**config.mk**
```make
export PLATFORM = sky130hd
export DESIGN_NAME = rr_arbiter16
export DESIGN_NICKNAME = d
export VERILOG_FILES = /design/src/rtl/rr_arbiter16_pkg.sv /design/src/rtl/rr_arbiter16_pick.sv /design/src/rtl/rr_arbiter16.sv
export SDC_FILE = /design/constraint.sdc
export NUM_CORES = 1
export LEC_CHECK = 0
export CAP_MARGIN = 30
export CORE_MARGIN = 2
export CORE_UTILIZATION = 60
export CTS_BUF_LIST = sky130_fd_sc_hd__clkbuf_4
export DETAILED_ROUTE_END_ITERATION = 12
export HOLD_SLACK_MARGIN = 0.15
export PLACE_DENSITY = 0.93
export SLEW_MARGIN = 10
export SYNTH_ARGS = -nofsm -noshare
export SYNTH_HDL_FRONTEND = slang
export SYNTH_SLANG_ARGS = --single-unit
export TNS_END_PERCENT = 30
```
**constraint.sdc**
```tcl
create_clock -name clk -period 10 [get_ports clk]
set_clock_uncertainty 0.05 [all_clocks]
set_input_delay 2 -clock clk [delete_from_list [all_inputs] [get_ports clk]]
set_output_delay 2 -clock clk [all_outputs]
set_load 0.02 [all_outputs]
```
**src/rtl/rr_arbiter16_pkg.sv**
```systemverilog
// Shared constants, state encoding and helpers for the 16-way round-robin arbiter.
// Imported by the arbiter top and its priority-pick sub-module.
package rr_arbiter16_pkg;

  localparam int N_REQ = 16;
  localparam int SEL_W = 4;

  typedef enum logic {
    IDLE = 1'b0,
    BUSY = 1'b1
  } state_t;

  // Pointer value after reset: search starts at last+1, so requester 0 wins first.
  localparam logic [SEL_W-1:0] LAST_RST = SEL_W'(N_REQ - 1);

  function automatic logic [N_REQ-1:0] onehot(input logic [SEL_W-1:0] idx);
    logic [N_REQ-1:0] v;
    v      = '0;
    v[idx] = 1'b1;
    return v;
  endfunction

endpackage

```
**src/rtl/rr_arbiter16_pick.sv**
```systemverilog
// Combinational round-robin search: first set req bit upward from last+1, wrapping.
// Zero latency; no flow control (pure function of req and last).
module rr_priority_pick
  import rr_arbiter16_pkg::*;
(
  input  logic [N_REQ-1:0] req,
  input  logic [SEL_W-1:0] last,
  output logic             found,
  output logic [SEL_W-1:0] idx
);

  logic [SEL_W-1:0] cand;

  // Offsets 1..N_REQ; the 4-bit add wraps, and offset N_REQ revisits last itself.
  always_comb begin
    found = 1'b0;
    idx   = last;
    cand  = '0;
    for (int i = 1; i <= N_REQ; i++) begin
      cand = last + SEL_W'(i);
      if (!found && req[cand]) begin
        found = 1'b1;
        idx   = cand;
      end
    end
  end

endmodule

```
**src/rtl/rr_arbiter16.sv**
```systemverilog
// 16:1 round-robin arbiter with hold timeout; grant registered one edge after request.
// Release on done, withdrawal or hold limit, always followed by one idle cycle.
module rr_arbiter16
  import rr_arbiter16_pkg::*;
#(
  parameter int MAX_HOLD = 8
) (
  input  logic             clk,
  input  logic             rst,
  input  logic [N_REQ-1:0] req,
  input  logic             done,
  output logic [N_REQ-1:0] gnt,
  output logic [SEL_W-1:0] sel,
  output logic             busy,
  output logic             timeout
);

  localparam int HOLD_W = (MAX_HOLD < 2) ? 1 : $clog2(MAX_HOLD + 1);
  localparam logic [HOLD_W-1:0] HOLD_LAST = (MAX_HOLD > 0) ? HOLD_W'(MAX_HOLD - 1) : '0;

  state_t           state;
  logic [SEL_W-1:0] last;
  logic [HOLD_W-1:0] hold_cnt;

  logic             pick_found;
  logic [SEL_W-1:0] pick_idx;
  logic             owner_req;
  logic             expired;
  logic             release_now;

  rr_priority_pick u_pick (
    .req   (req),
    .last  (last),
    .found (pick_found),
    .idx   (pick_idx)
  );

  assign owner_req   = req[sel];
  assign expired     = (MAX_HOLD != 0) && (hold_cnt == HOLD_LAST);
  assign release_now = done || !owner_req || expired;

  always_ff @(posedge clk or posedge rst) begin
    if (rst) begin
      state    <= IDLE;
      gnt      <= '0;
      sel      <= '0;
      busy     <= 1'b0;
      timeout  <= 1'b0;
      hold_cnt <= '0;
      last     <= LAST_RST;
    end else begin
      case (state)
        IDLE: begin
          timeout <= 1'b0;
          if (pick_found) begin
            gnt      <= onehot(pick_idx);
            sel      <= pick_idx;
            busy     <= 1'b1;
            last     <= pick_idx;
            hold_cnt <= '0;
            state    <= BUSY;
          end
        end
        BUSY: begin
          if (release_now) begin
            gnt     <= '0;
            busy    <= 1'b0;
            state   <= IDLE;
            // A timeout is only flagged when the limit alone ended the grant.
            timeout <= expired && !done && owner_req;
          end else begin
            hold_cnt <= hold_cnt + HOLD_W'(1);
            timeout  <= 1'b0;
          end
        end
        default: begin
          state <= IDLE;
        end
      endcase
    end
  end

endmodule
```
== After elaboration in Yosys (flattened, before gate mapping) ==
Cells that the tools add are included.
Word-level totals
  flip-flop bits (word level): 31
  latch bits: 0
  RAM bits: 0
  bits in read-only memories: 0
  input port bits: 19
  memories: 0
Cells by class
  $add $sub $neg: 16
  multipliers: 0
  divide/modulo/power cells: 0
  $lt $le $gt $ge: 19
  equality and inequality tests: 4
  shift operators: 0
  multiplexer cells: 82
  bitwise operators: 1
  reduce and logical (&&, ||, !) cells: 40
Operators with widths (number)
  $lt A4 B5 Y1 const B: 18
  $mux W4: 18
  $bmux W1 S4: 17
  $mux W1: 39
  $add A4 B4 Y4 const B: 8
  $mux W16: 2
  $pmux W16 S2: 1
  $logic_and A1 B1 Y1: 18
  $logic_not A1 Y1: 17
  $add A4 B3 Y4 const B: 4
  $add A4 B1 Y4 const B: 2
  $add A4 B2 Y4 const B: 2
  $pmux W4 S2: 1
  $pmux W1 S2: 3
  $reduce_and A2 Y1: 3
  $demux W1 S4: 1
  $eq A4 B3 Y1 const B: 1
  $ge A4 B1 Y1 const B: 1
  $ne A2 B2 Y1 const B: 2
  $logic_or A1 B1 Y1: 2
  $ne A2 B1 Y1 const B: 1
  $not A1 Y1: 1

== Depth between registers and ports, before layout ==
  depth after elaboration: 55
  gate-level depth with buffers: 19
  gate-level depth less buffers: 12

== By module ==
From an unflattened synthesis, not the netlist that was laid out.
Unflattened totals
  cell total of the unflattened synthesis: 429
  area, all modules: 3940.0 µm²
By module, submodules not included
  rr_priority_pick: instances 1, cells an instance 295, area each 2462.4 µm²
  rr_arbiter16: instances 1, cells an instance 134, area each 1477.7 µm²

== Least setup slack after synthesis ==
No wires, ideal clock.
  path type: register -> register
  start point: reg last[1]
  end point: reg gnt[1]
  data arrival time: 5.189 ns
  required time: 9.840 ns
  path slack: 4.650 ns
  cell stages (with the launch flop): 18
  buffers on the path: 5
  path through: dfstp_2 > buf_2 > buf_2 > clkbuf_1 > inv_1 > ha_1 > buf_2 > buf_6 > mux2_2 > mux4_2 > mux2i_2 > nand4b_1 > or4b_1 > o2111a_1 > xnor2_1 > nor2_1 > inv_1 > o41ai_1
On the way
  word-level cells in the longest chain between the ends: 55
Ends and longest elaborated chain
  from (decl): RTL line rr_arbiter16.sv:22  | logic [SEL_W-1:0] last;
  from (signal assigned): RTL line rr_arbiter16.sv:59  | last <= pick_idx;
  $add A4 B1 Y4: RTL line rr_arbiter16_pick.sv:20  | cand = last + SEL_W'(i);
  $bmux W1 S4: RTL line rr_arbiter16_pick.sv:21  | if (!found && req[cand]) begin
  $mux W1 (implied by the code): RTL line rr_arbiter16_pick.sv:21
  $mux W1: RTL line rr_arbiter16_pick.sv:21
  $logic_not A1 Y1: RTL line rr_arbiter16_pick.sv:21
  $logic_and A1 B1 Y1: RTL line rr_arbiter16_pick.sv:21
  $mux W1: RTL line rr_arbiter16_pick.sv:21
  $logic_not A1 Y1: RTL line rr_arbiter16_pick.sv:21
  [39 not listed]
  $logic_and A1 B1 Y1: RTL line rr_arbiter16_pick.sv:21
  $mux W4: RTL line rr_arbiter16_pick.sv:21
  $lt A4 B5 Y1 (implied by the code) or $ge A4 B1 Y1 (tied branches): RTL line rr_arbiter16_pkg.sv:19  | v[idx] = 1'b1;
  $logic_and A1 B1 Y1 (implied by the code): RTL line rr_arbiter16_pkg.sv:19
  $mux W1 (implied by the code): RTL line rr_arbiter16_pkg.sv:19
  $demux W1 S4: RTL line rr_arbiter16_pkg.sv:19
  $mux W16: RTL line rr_arbiter16.sv:55  | if (pick_found) begin
  $pmux W16 S2: RTL line rr_arbiter16.sv:52  | case (state)
  to (signal assigned): RTL line rr_arbiter16.sv:56  | gnt <= onehot(pick_idx);
  to (decl): RTL line rr_arbiter16.sv:12  | output logic [N_REQ-1:0] gnt,
Several ways; a longest one is shown, not always the timed one. The select of a mux whose other input is x is not followed.
A chain may end at the register's enable or synchronous reset.

== Worst setup path in the final report ==
  start point: in req[11]
  end point: reg gnt[1]
On the way
  word-level cells in the longest chain between the ends: 54
Ends and longest elaborated chain
  from (decl): RTL line rr_arbiter16.sv:10  | input logic [N_REQ-1:0] req,
  $bmux W1 S4: RTL line rr_arbiter16_pick.sv:21
  $mux W1 (implied by the code): RTL line rr_arbiter16_pick.sv:21
  $mux W1: RTL line rr_arbiter16_pick.sv:21
  $logic_not A1 Y1: RTL line rr_arbiter16_pick.sv:21
  $logic_and A1 B1 Y1: RTL line rr_arbiter16_pick.sv:21
  $mux W1: RTL line rr_arbiter16_pick.sv:21
  $logic_not A1 Y1: RTL line rr_arbiter16_pick.sv:21
  $logic_and A1 B1 Y1: RTL line rr_arbiter16_pick.sv:21
  [38 not listed]
  $logic_and A1 B1 Y1: RTL line rr_arbiter16_pick.sv:21
  $mux W4: RTL line rr_arbiter16_pick.sv:21
  $lt A4 B5 Y1 (implied by the code) or $ge A4 B1 Y1 (tied branches): RTL line rr_arbiter16_pkg.sv:19
  $logic_and A1 B1 Y1 (implied by the code): RTL line rr_arbiter16_pkg.sv:19
  $mux W1 (implied by the code): RTL line rr_arbiter16_pkg.sv:19
  $demux W1 S4: RTL line rr_arbiter16_pkg.sv:19
  $mux W16: RTL line rr_arbiter16.sv:55
  $pmux W16 S2: RTL line rr_arbiter16.sv:52
Several ways; a longest one is shown, not always the timed one. The select of a mux whose other input is x is not followed.

==> summary.md <==
| Metric | Value |
|---|---|
| Die Footprint | 7300 µm² |
| Fmax | 162 MHz |
| Worst Reg-to-Reg Cells | 12 |
| Syn Inst Count | 407 |
| Placed inst area | 4410 µm² |
| # port buffers | 40 |
| Hold Path Class | flop to flop |
| CTS resizes | 0 |
| Share of cells above drive strength 1 | 23.0% |
| Layout area overhead | 13.0% |
| DR pass1 iterations | 5 |
| Area leader, netlist | mux4_2 |
| Critical path destination | gnt[1] |
| Post-synth top flop | dfrtp_1 |
| Vias in the first global route | 3572 |
| Status | completed |
| CP max-delay cell | or4b_1 |
| First-pass GRT wire length | 18.6 mm |
| Slowest cell delay on critical path | 0.72 ns |
| Vias per cell | 7.37 |
| Final Hold Fails | 0 |
| Clock Root Buffer | clkbuf_4 |
| Most Crowded Layer GR | met2 |
| GRT Resource Usage Total | 32.3% |
| Worst Path Required | 10.17 ns |
| Crit path capture type | flop |
| Initial Util | 62.3% |
| Area contributors post-synth | mux4_2 (20%), dfrtp_1 (17%), mux2_2 (7.4%) |
| Synth Cell Area | 3980 µm² |
| Pin count of the biggest net entering global routing | 32 |
| FFs w/ async S/R, synth | 100% |
| CTS max path bufs | 2 |
| Routed wire length | 11.6 mm |
| Clock transition at path regs | 0.10 ns |
| Final setup viols | 0 |
| Syn nets | 435 |
| Min cycle time layout | 6.16 ns |
| Initial antenna violation count | 0 |
| Compound-gate portion of the synthesized area | 19.9% |
| DRT iter0 DRCs | 587 |
| Min Hold Slack | 0.443 ns |
| H-tree depth | 2 |
| Simple-Gate Fraction of Synth Area | 15.6% |
| Xor/xnor share of the synthesized area | 3.74% |
| HPWL Detailed | 8.52 mm |
| Clk_lat worst skew | 0.33 ns |
| Area of the multi-input gates | 3030 µm² |
| Tcrit/Tclk final | 61.6% |
| Slew at the pin closest to its max-slew limit | 0.901 ns |
| Antenna cells | 0 |
| Mux cell area share after synthesis | 34.1% |
| Post-synthesis adder-cell area fraction | 2.83% |
| Setup_tns | 0 ns |
| Die Span X | 85.4 µm |
| Slew Viols, Final | 0 |
| Storage cell area | 781 µm² |
| Avg Cell Area, Syn | 9.77 µm² |
| RR Endpoint | gnt[1] |
| Worst-path cell chain | clkdlybuf4s50_1, mux4_2, mux2_2, mux2i_1, nand4b_1, or4b_1, o2111a_1, xnor2_1, nor2_1, inv_1, o41ai_1 |
| Core area | 6390 µm² |
| Met2 Usage GRT | 49.9% |
| Largest family of logic cells by synthesized area | multiplexers |
| Design area | 4490 µm² |
| GPL Wtd Cong | 1.03 |
| Critical path startpoint | req[11] |
| Fillcell total | 454 |
| WL per Instance | 22.4 µm |
| FP Rows | 29 |
| Crit-path max FO | 8 |
| Worst EP arrival | 6.33 ns |
| Final core utilization | 70.4% |
| Post-synthesis sequential area ratio | 19.6% |
| Total of max-cap violations | 0 |
| Detailed-route via count | 3802 |
| Post-synth EDFFs | 0 |
| CTS Buf Count | 5 |
| CTS Hold Buffers Added | 0 |
| Rel. slew slack | 38.2% |
| WS Path Type | input pin to flop |
| Yosys warns | 0 |
| Reg2reg start | last[1] |
| Final ANT Viol Nets | 0 |
| Post-CTS Setup Bufs | 0 |
| Die Y-Extent | 85.4 µm |
| M3 GR Usage | 5.06% |
| Internal reg-to-reg setup slack | 3.99 ns |
| Grt met1 use | 46.9% |
| Remaining DRCs | 0 |
| FF+latch count, synth | 31 |
| Final nets | 466 |
| Clock Sinks | 31 |
| Unique masters post-synth | 71 |
| Top-area cell type share of the netlist area | 19.8% |
| Startpoint Class | input pin |
| CTS tree | done |
| Ports | 41 |
| Congestion Overflow GR | 0 |
| RSZ-0062 raised after global routing | no |
cell usage after synthesis (all sizes together), types with 5 or more instances:
cell type  number
nand2          38
mux2i          26
nand2b          5
o21ai          19
mux4           35
nor2           29
clkbuf         11
nor3            6
xor2            7
xnor2          10
ha              9
o31ai           5
a211oi          6
inv            16
dfrtp          27
a21oi          16
buf            11
mux2           27
a32o           10
nor4            5
nand3          15
routing by layer:
| layer | share of wire (%) | up-vias |
|---|---|---|
| li1 | - | 1674 |
| met1 | 40 | 1802 |
| met2 | 46 | 285 |
| met3 | 9.9 | 41 |
| met4 | 3.4 | 0 |
| met5 | 0 | - |
how the worst min path moves through the flow:
stage	start	end	slack, ns	cells past startpoint
2_1_floorplan	hold_cnt[0]	hold_cnt[0]	0.44	1
3_3_place_gp	gnt[0]	gnt[0]	0.42	2
3_5_place_dp	gnt[2]	gnt[2]	0.42	2
4_1_cts	gnt[2]	gnt[2]	0.45	2
5_1_grt	gnt[2]	gnt[2]	0.47	2
6_report	gnt[2]	gnt[2]	0.44	2
critical path: cells and delay by family:
kind	cells	cell delay [ns]
AOI/OAI and AO/OA	2	0.74
xor gates and xnor gates	1	0.18
buffers and inverters	2	0.72
muxes	3	1.34
and+or+nand+nor	3	1.35
placed cells by master (no fill, tap or decap), drive strengths merged, types with 6 or more instances in the layout:
cell type,synthesis,layout
nand3,15,15
a211oi,6,6
buf,11,6
a32o,10,10
a21oi,16,16
xor2,7,7
nand2,38,38
mux2,27,27
clkdlybuf4s50,0,40
mux4,35,35
inv,16,16
mux2i,26,26
clkbuf,11,6
dfrtp,27,27
nor3,6,6
ha,9,9
nor2,29,29
xnor2,10,10
o21ai,19,19
flip-flops by register name, indices dropped and copies added, names as in the netlist:
register and flops:
last 4, gnt 16, hold_cnt 4, sel 4
state 1, timeout 1, busy 1
stage by stage:
stage,instances,worst slack [ns]
finish,516,3.84
CTS,514,3.76
global route,516,3.62
global placement,505,3.81
floorplan,407,4.65
detailed placement,506,3.65
logic make-up (layout without fill, tap and decap cells):
group | count (synthesis) | count (layout)
xor+xnor | 17 | 17
flops | 31 | 31
buf+inv | 38 | 70
simple gates | 120 | 120
mux | 88 | 88
compound gates | 104 | 104
fa+ha+maj | 9 | 9
area by class of cell:
cell class                      instances  area share (%)
Multi-Input combinational cell        338            67.4
Clock inverter                          2           0.195
Tap cell                               77            2.14
Timing Repair Buffer                   46            10.5
Inverter                               16            1.34
Sequential cell                        31            17.4
Clock buffer                            6            1.00
Power is not shown: default switching activity piles up to over one toggle a cycle in this logic, so the estimate is an artifact.
